### config.mk
export PLATFORM = sky130hd
export DESIGN_NAME = bcd_countdown_timer
export DESIGN_NICKNAME = d
export VERILOG_FILES = /design/src/rtl/bcd_countdown_timer.sv
export SDC_FILE = /design/constraint.sdc
export NUM_CORES = 1
export LEC_CHECK = 0
export ABC_AREA = 1
export CAP_MARGIN = 20
export CELL_PAD_IN_SITES_DETAIL_PLACEMENT = 0
export CELL_PAD_IN_SITES_GLOBAL_PLACEMENT = 1
export CORE_MARGIN = 5
export CORE_UTILIZATION = 33
export DETAILED_ROUTE_END_ITERATION = 6
export PLACE_DENSITY = 0.89
export SLEW_MARGIN = 20
export SYNTH_ARGS = -nofsm -noshare
export SYNTH_HDL_FRONTEND = slang
export SYNTH_SLANG_ARGS = --single-unit
### constraint.sdc
create_clock -name clk -period 1.78 [get_ports clk]
set_input_delay 0.356 -clock clk [delete_from_list [all_inputs] [get_ports clk]]
set_output_delay 0.356 -clock clk [all_outputs]
set_load 0.03 [all_outputs]
### src/rtl/bcd_countdown_timer.sv
// rtl/bcd_countdown_timer.sv - BCD hh:mm:ss countdown timer with expiry flag
//
// Counts a loaded BCD duration down to 00:00:00 by one second per ena tick,
// then flags expiry. With AUTO_RELOAD=1 the last accepted duration is
// reloaded on expiry and counting continues.
//
// Ports:
//   clk       in   1  clock, all logic on posedge
//   reset     in   1  synchronous, active-high
//   ena       in   1  one-second count tick
//   load      in   1  capture ld_hh/ld_mm/ld_ss (validated)
//   ld_hh     in   8  BCD hours 00-99
//   ld_mm     in   8  BCD minutes 00-59
//   ld_ss     in   8  BCD seconds 00-59
//   start     in   1  begin/resume counting
//   stop      in   1  pause counting
//   hh        out  8  current BCD hours
//   mm        out  8  current BCD minutes
//   ss        out  8  current BCD seconds
//   running   out  1  high while counting
//   expired   out  1  one-cycle pulse on reaching zero
//   load_err  out  1  one-cycle pulse after a rejected load

module bcd_countdown_timer #(
    parameter bit AUTO_RELOAD = 1'b0
) (
    input  logic       clk,
    input  logic       reset,
    input  logic       ena,
    input  logic       load,
    input  logic [7:0] ld_hh,
    input  logic [7:0] ld_mm,
    input  logic [7:0] ld_ss,
    input  logic       start,
    input  logic       stop,
    output logic [7:0] hh,
    output logic [7:0] mm,
    output logic [7:0] ss,
    output logic       running,
    output logic       expired,
    output logic       load_err
);

    typedef enum logic [1:0] {
        IDLE  = 2'd0,
        RUN   = 2'd1,
        PAUSE = 2'd2,
        DONE  = 2'd3
    } state_t;

    state_t      state, state_nxt;
    logic [23:0] count, count_nxt;
    logic [23:0] reload_val, reload_nxt;
    logic        expired_nxt;
    logic        load_err_nxt;
    logic        ld_valid;
    logic [23:0] count_dec;

    // Subtract one second from a packed {hh,mm,ss} BCD value. Digit 0 is the
    // seconds ones digit; digits 1 and 3 are the tens of seconds/minutes and
    // wrap to 5 on borrow, all others wrap to 9. Only called with a nonzero
    // count, so the borrow never runs off the top of the hours.
    function automatic logic [23:0] bcd_dec(input logic [23:0] t);
        logic [23:0] r;
        logic [3:0]  dig;
        logic        borrow;
        r      = t;
        borrow = 1'b1;
        for (int i = 0; i < 6; i++) begin
            dig = t[i*4 +: 4];
            if (borrow) begin
                if (dig == 4'd0) begin
                    dig = (i == 1 || i == 3) ? 4'd5 : 4'd9;
                end else begin
                    dig    = dig - 4'd1;
                    borrow = 1'b0;
                end
            end
            r[i*4 +: 4] = dig;
        end
        return r;
    endfunction

    assign ld_valid = (ld_hh[7:4] <= 4'd9) && (ld_hh[3:0] <= 4'd9) &&
                      (ld_mm[7:4] <= 4'd5) && (ld_mm[3:0] <= 4'd9) &&
                      (ld_ss[7:4] <= 4'd5) && (ld_ss[3:0] <= 4'd9);

    assign count_dec = bcd_dec(count);

    // Strict priority: only the highest asserted strobe acts in a cycle.
    always_comb begin
        state_nxt    = state;
        count_nxt    = count;
        reload_nxt   = reload_val;
        expired_nxt  = 1'b0;
        load_err_nxt = 1'b0;

        if (load) begin
            if (ld_valid) begin
                count_nxt  = {ld_hh, ld_mm, ld_ss};
                reload_nxt = {ld_hh, ld_mm, ld_ss};
                state_nxt  = IDLE;
            end else begin
                load_err_nxt = 1'b1;
            end
        end else if (stop) begin
            if (state == RUN) begin
                state_nxt = PAUSE;
            end
        end else if (start) begin
            if (state == IDLE || state == PAUSE) begin
                if (count != 24'h0) begin
                    state_nxt = RUN;
                end else begin
                    // Starting an empty timer expires immediately. Suppressing
                    // the pulse when it is already high keeps expired from
                    // ever being asserted on two consecutive cycles.
                    expired_nxt = ~expired;
                    state_nxt   = AUTO_RELOAD ? IDLE : DONE;
                end
            end
        end else if (ena && state == RUN) begin
            if (count == 24'h00_00_01) begin
                expired_nxt = ~expired;
                if (AUTO_RELOAD) begin
                    count_nxt = reload_val;
                end else begin
                    count_nxt = 24'h0;
                    state_nxt = DONE;
                end
            end else begin
                count_nxt = count_dec;
            end
        end
    end

    always_ff @(posedge clk) begin
        if (reset) begin
            state      <= IDLE;
            count      <= 24'h0;
            reload_val <= 24'h0;
            expired    <= 1'b0;
            load_err   <= 1'b0;
        end else begin
            state      <= state_nxt;
            count      <= count_nxt;
            reload_val <= reload_nxt;
            expired    <= expired_nxt;
            load_err   <= load_err_nxt;
        end
    end

    assign hh      = count[23:16];
    assign mm      = count[15:8];
    assign ss      = count[7:0];
    assign running = (state == RUN);

endmodule
==> results.tsv, run 1 <==
stage	metric	value	unit
layout	area grow syn2layout	45.8	%
clocking	CTS Root Cell	clkbuf_8	
timing	slew margin rel.	0.788	
critical_path	Top delay family on crit path	buffers and inverters	
critical_path	Slowest Stage Delay on Critical Path	0.69	ns
placed_design	gpl congestion	0.816	
critical_path	r2r setup slk	0.12	ns
synthesis	Post-Synth Adder-Cell Area	0.0480	
hold_path	Hold Path Stages	5	
clocking	total CTS buffers	3	
synthesis	synth top area cells	dfxtp_1 (27%), nand2_1 (15%), nor2_1 (12%)	
hold_path	Hold EP	count[1]	
layout	filler instances	636	
timing	Setup-failing EPs final	0	
floorplanning	Die Y	89.5	um
synthesis	post-synthesis xor/xnor area fraction	0.0210	
routing	routed wire length	6070	um
power_and_ir_drop	power per cell area	500	nW/um^2
power_and_ir_drop	Psw	478	uW
synthesis	multiplexer share of the synthesized area	0	
run_status	status	completed	
synthesis	post-synthesis simple-gate area fraction	0.435	
routing	Starting DRT DRC Count	82	
synthesis	Async S/R FF share, synth	0	
power_and_ir_drop	Max VDD drop	309	uV
timing	Tmin final	1.72	ns
routing	post-DR vias/cell	4.67	
power_and_ir_drop	switching part of the total power	0.315	
floorplanning	core area	6240	um^2
timing	Max Clk Rate	581	MHz
timing	worst hold slack	0.482	ns
critical_path	Worst path slowest cell	clkdlybuf4s50_1	
clocking	TritonCTS clock tree	built	
synthesis	Synth Register Bits	28	
synthesis	main combinational cell family by area after synthesis	simple AND/OR/NAND/NOR gates	
hold_path	worst hold path type	in -> reg	
critical_path	CP Capture Type	output pin	
routing	via count	2283	
layout	final core occ	0.487	
clocking	clk sinks	28	
global_route	GR Util All Layers	0.152	
critical_path	RR Endpoint	count[19]	
power_and_ir_drop	Flop pwr share	0.431	
critical_path	required time worst endpoint	1.42	ns
synthesis	most frequent cell after synthesis	nand2_1	
synthesis	syn_nets	372	
routing	# DRC	0	
critical_path	critical path class	reg -> out	
critical_path	Crit Reg-Reg Startpoint	count[4]	
synthesis	post-synth top area share	0.269	
synthesis	sequential fraction of the synthesis area	0.269	
power_and_ir_drop	post-layout power	1520	uW
critical_path	crit-path max FO	3	
synthesis	Post-synth top cells	nand2_1 (83), nor2_1 (64), inv_1 (33)	
synthesis	Post-synth EDFFs	0	
clocking	clk buf depth	2	
timing	Clock Skews	0.00849	ns
power_and_ir_drop	leakage	0.00146	uW
floorplanning	io pins	57	
clocking	worst-skew pair later-pin latency	0.29	ns
synthesis	top_reg_cell synth	dfxtp_1	
synthesis	Mapped Area	2090	um^2
timing	final worst-path cycle share	0.967	
power_and_ir_drop	Gate power share	0.294	
synthesis	yosys synthesis warning count	0	
routing	drt first pass iters	4	
placed_design	placed instance count	483	
power_and_ir_drop	Clk pwr share	0.276	
routing	WL/cell	12.4	um
critical_path	CP arrival	1.37	ns
clocking	clock-pin slew on the worst setup and hold paths	0.11	ns
timing	fin. max-slew vios	0	
flow_run	Max Cap Viol	0	
global_route	vias in the first global route	2080	
power_and_ir_drop	internal cell power	1040	uW
synthesis	cell count after synthesis	334	
floorplanning	FP Rows	29	
routing	Routed Antenna Nets	0	
clocking	H-tree levels	1	
global_route	largest net degree at the start of global routing	17	
floorplanning	die area	8010	um^2
critical_path	cell breakdown of the critical path	clkdlybuf4s50_1	
synthesis	Synth Area in Compound Gates	0.128	
global_route	initial antenna violation count	0	
layout	share of layout cells above drive strength 1	0.163	
global_route	remaining global-route overflow	0	
global_route	first-pass GRT wire length	9580	um
synthesis	Avg Cell Area, Syn	6.24	um^2
critical_path	R2R depth	10	
floorplanning	Initial Util	0.334	
layout	fin cells	489	
timing	Fin. Hold Viols	0	
synthesis	Synth area leader	dfxtp_1	
placed_design	IO Port Bufs	56	
floorplanning	Die W	89.5	um
timing	worst slew pin tran	0.316	ns
synthesis	Unique masters post-synth	30	
timing	setup TNS	0	ns
layout	Inserted Diodes	0	
critical_path	critical path launch point type	flip-flop	
layout	Final nets	451	
hold_path	Hold Startpoint	ld_ss[1]	
critical_path	buffers plus inverters on the worst setup path	1	
placed_design	DPL Wire Length	4750	um
## cell families (layout without fill, tap and decap cells)
logic type | count (synthesis) | count (layout)
AOI/OAI and AO/OA | 49 | 49
xor gates and xnor gates | 5 | 5
adders and majority gates | 8 | 8
buffers and inverters | 47 | 125
DFF | 28 | 28
and+or+nand+nor | 197 | 197
## placed cells by master, fill, tap and decap left out
cell type        Yosys  routed
nand2_1             83      82
nor2_1              64      64
clkdlybuf4s50_1      0      46
inv_1               33      31
dfxtp_1             28      28
buf_4                2      25
nand3_1             20      19
o21ai_1             12      12
o21ai_0             14      12
a21oi_1             13      12
inv_2                4       6
ha_1                 8       6
nand2_4              5       5
nand2_2              5       5
o31ai_1              5       5
dlymetal6s2s_1       0       5
dlygate4sd2_1        0       5
nor2_4               4       4
nor3_1               4       4
xnor2_1              4       4
clkbuf_8             0       4
nor2_2               3       3
nand3_2              4       3
nand3_4              1       3
nand4_1              3       3
o21ai_2              0       2
o22ai_1              2       2
ha_2                 0       2
buf_12               1       2
a21oi_2              0       1
nand3b_1             1       1
a31oi_1              1       1
a22oi_1              1       1
xor2_1               1       1
nand2_8              0       1
o211ai_1             1       1
clkbuf_16            0       1
## worst max-delay path by stage
stage	from	end	cells after the start
3_5_place_dp	ld_ss[2]	count[3]	10
6_report	count[9]	mm[1]	1
4_1_cts	count[14]	mm[6]	1
5_1_grt	count[4]	count[0]	10
3_3_place_gp	ld_ss[7]	count[12]	11
2_1_floorplan	count[8]	count[22]	10
## per-stage QoR
step / setup WS [ns] / instance area, um^2
5_1_grt: -0.0224 / 3040
4_1_cts: 0.00494 / 2930
2_1_floorplan: 0.101 / 2090
3_3_place_gp: -0.200 / 2880
3_5_place_dp: -0.232 / 2880
6_report: 0.0579 / 3040
## what timing repair did
action | CTS | global route
gates cloned | 0 | 1
hold buffers | 0 | 0
resized for setup | 5 | 20
endpoints found under the setup margin | 5 | 28
pin swaps | 0 | 7
endpoints found under the hold margin | 0 | 0
buffers inserted | 0 | 2
## power groups by stage
stage	Sequential, uW	Clock (uW)	Combinational (uW)
3_3_place_gp	669	0	431
6_report	654	419	446
5_1_grt	657	455	493
4_1_cts	655	432	434
3_5_place_dp	669	0	434
2_1_floorplan	691	0	225
## registers in the layout, summed over array words and instances (netlist names)
name and cells:
state 2, expired 1, load_err 1, count 24
## layout make-up
class | count | area [um^2] | share of cell area
Timing Repair Buffer | 84 | 820 | 0.270
Clock buffer | 4 | 55.1 | 0.0181
Tap cell | 77 | 96.3 | 0.0317
Sequential cell | 28 | 561 | 0.184
Multi-Input combinational cell | 259 | 1370 | 0.451
Inverter | 37 | 139 | 0.0457
## layer usage
layer | track usage | wire length, um | up-vias
li1 | - | - | 1221
met1 | 0.213 | 2960 | 1012
met2 | 0.242 | 2740 | 46
met3 | 0.0276 | 327 | 4
met4 | 0.0352 | 46 | 0
met5 | 0 | 0 | -
Power figures use the tool's default switching activity.
==> inputs of run 2 (changes only) <==
REMOVE_ABC_BUFFERS = 1   (was default)
==> run 2 against run 1 <==
First-iteration DRC count rose by 110%. Sequential share of layout area barely moved. Flip-flop and latch count did not move. Critical endpoint is now ss[6]. Wire length rose by 0.91%. Design area fell by 0.25%. Count of clock-buffer cells in the layout did not move. Maximum frequency fell by 0.53%. Non-clock buffer count rose by 1.
==> results.tsv, run 2 (same netlist as run 1, synthesis figures left out) <==
stage	metric	value	unit
run_status	status	completed	
critical_path	Slowest Stage Delay on Critical Path	0.70	ns
global_route	remaining global-route overflow	0	
floorplanning	Initial Util	0.334	
routing	WL/cell	12.5	um
power_and_ir_drop	leakage	0.00145	uW
global_route	vias in the first global route	2205	
timing	Tmin final	1.73	ns
clocking	total CTS buffers	3	
placed_design	DPL Wire Length	4780	um
floorplanning	io pins	57	
timing	RSZ-0062 raised after global routing	true	
global_route	first-pass GRT wire length	10000	um
critical_path	Worst path slowest cell	clkdlybuf4s50_1	
power_and_ir_drop	Gate power share	0.298	
layout	Largest regs	count (24), state (2)	
flow_run	Max Cap Viol	0	
clocking	hold_buf cts	0	
clocking	clock-pin slew on the worst setup and hold paths	0.11	ns
power_and_ir_drop	Flop pwr share	0.428	
power_and_ir_drop	power per cell area	504	nW/um^2
layout	Inserted Diodes	0	
critical_path	critical path class	reg -> out	
power_and_ir_drop	switching part of the total power	0.313	
floorplanning	core area	6240	um^2
routing	via count	2299	
clocking	H-tree levels	1	
routing	post-DR vias/cell	4.69	
power_and_ir_drop	Max VDD drop	311	uV
clocking	clk sinks	28	
global_route	largest net degree at the start of global routing	24	
critical_path	Top delay family on crit path	buffers and inverters	
timing	Setup-failing EPs final	0	
floorplanning	die area	8010	um^2
power_and_ir_drop	internal cell power	1050	uW
hold_path	worst hold path type	reg -> reg	
layout	register area	561	um^2
critical_path	crit-path max FO	3	
placed_design	gpl congestion	0.898	
timing	slew margin rel.	0.773	
timing	Clock Skews	0.00766	ns
critical_path	cell breakdown of the critical path	clkdlybuf4s50_1	
critical_path	CP Capture Type	output pin	
layout	most frequent cells in the layout	nand2_1 (82), nor2_1 (64), clkdlybuf4s50_1 (48)	
critical_path	critical path launch point type	flip-flop	
critical_path	required time worst endpoint	1.42	ns
placed_design	IO Port Bufs	56	
floorplanning	Die W	89.5	um
timing	final worst-path cycle share	0.973	
timing	fin. max-slew vios	0	
power_and_ir_drop	Clk pwr share	0.273	
layout	commonest non-fill, non-tap cell in the layout	nand2_1	
timing	Max Clk Rate	578	MHz
global_route	GR Util All Layers	0.157	
power_and_ir_drop	Psw	479	uW
clocking	worst-skew pair later-pin latency	0.28	ns
layout	final core occ	0.486	
routing	# DRC	0	
layout	area grow syn2layout	45.4	%
clocking	TritonCTS clock tree	built	
global_route	initial antenna violation count	0	
layout	number of flip-flops in the largest register	24	
clocking	clk buf depth	2	
clocking	post-CTS setup buffer count	0	
routing	Routed Antenna Nets	0	
clocking	CTS Root Cell	clkbuf_8	
timing	Fin. Hold Viols	0	
routing	Starting DRT DRC Count	170	
layout	Reg with most FFs	count	
timing	worst slew pin tran	0.339	ns
routing	drt first pass iters	4	
layout	Final nets	452	
routing	routed wire length	6120	um
critical_path	CP arrival	1.38	ns
critical_path	buffers plus inverters on the worst setup path	1	
layout	share of layout cells above drive strength 1	0.167	
floorplanning	FP Rows	29	
layout	multi-input logic area	1360	um^2
floorplanning	Die Y	89.5	um
timing	worst hold slack	0.483	ns
timing	setup TNS	0	ns
layout	filler instances	658	
==> run 2: final cells by class <==
type                    count  share of cell area
well taps                  77              0.0318
multi-input cells         259               0.449
flip-flops and latches     28               0.185
clock buffers               4              0.0182
repair buffers             85               0.271
inverters                  37              0.0458
==> run 2: per-layer routing <==
| metal | track usage | part of all wire | wire, um |
|---|---|---|---|
| met5 | 0 | 0 | 0 |
| met4 | 0.0352 | 0.0059 | 36 |
| met3 | 0.0212 | 0.061 | 372 |
| met2 | 0.275 | 0.48 | 2950 |
| met1 | 0.205 | 0.45 | 2760 |
==> run 2: metrics by stage <==
stage / setup slack (ns) / instances / cell area, um^2 / total power, uW
floorplan: 0.0895 / 324 / 2020 / 898
global route: -0.0105 / 490 / 3030 / 1600
detailed placement: -0.237 / 486 / 2930 / 1110
finish: 0.0488 / 490 / 3030 / 1530
global placement: -0.204 / 486 / 2930 / 1110
CTS: 0.0129 / 490 / 2980 / 1520
==> run 2: path summary, 6_finish.rpt <==
| kind | start | end | slack, ns | cells past startpoint |
|---|---|---|---|---|
| setup / recovery | count[6] | ss[6] | 0.05 | 1 |
| hold / removal | count[13] | count[13] | 0.48 | 2 |
| setup reg to reg | count[8] | count[12] | 0.16 | 9 |
| hold reg to reg | count[13] | count[13] | 0.48 | 2 |
==> run 2: repair_timing <==
action / CTS / global route
pin swaps: 0 / 2
gates resized for setup: 4 / 19
setup endpoints to repair: 4 / 23
==> run 2: power groups by stage <==
stage          clock [uW]  combinational, uW  sequential (uW)
2_1_floorplan           0                207              691
3_3_place_gp            0                444              669
3_5_place_dp            0                446              668
4_1_cts               423                447              654
5_1_grt               445                503              656
6_report              418                456              654
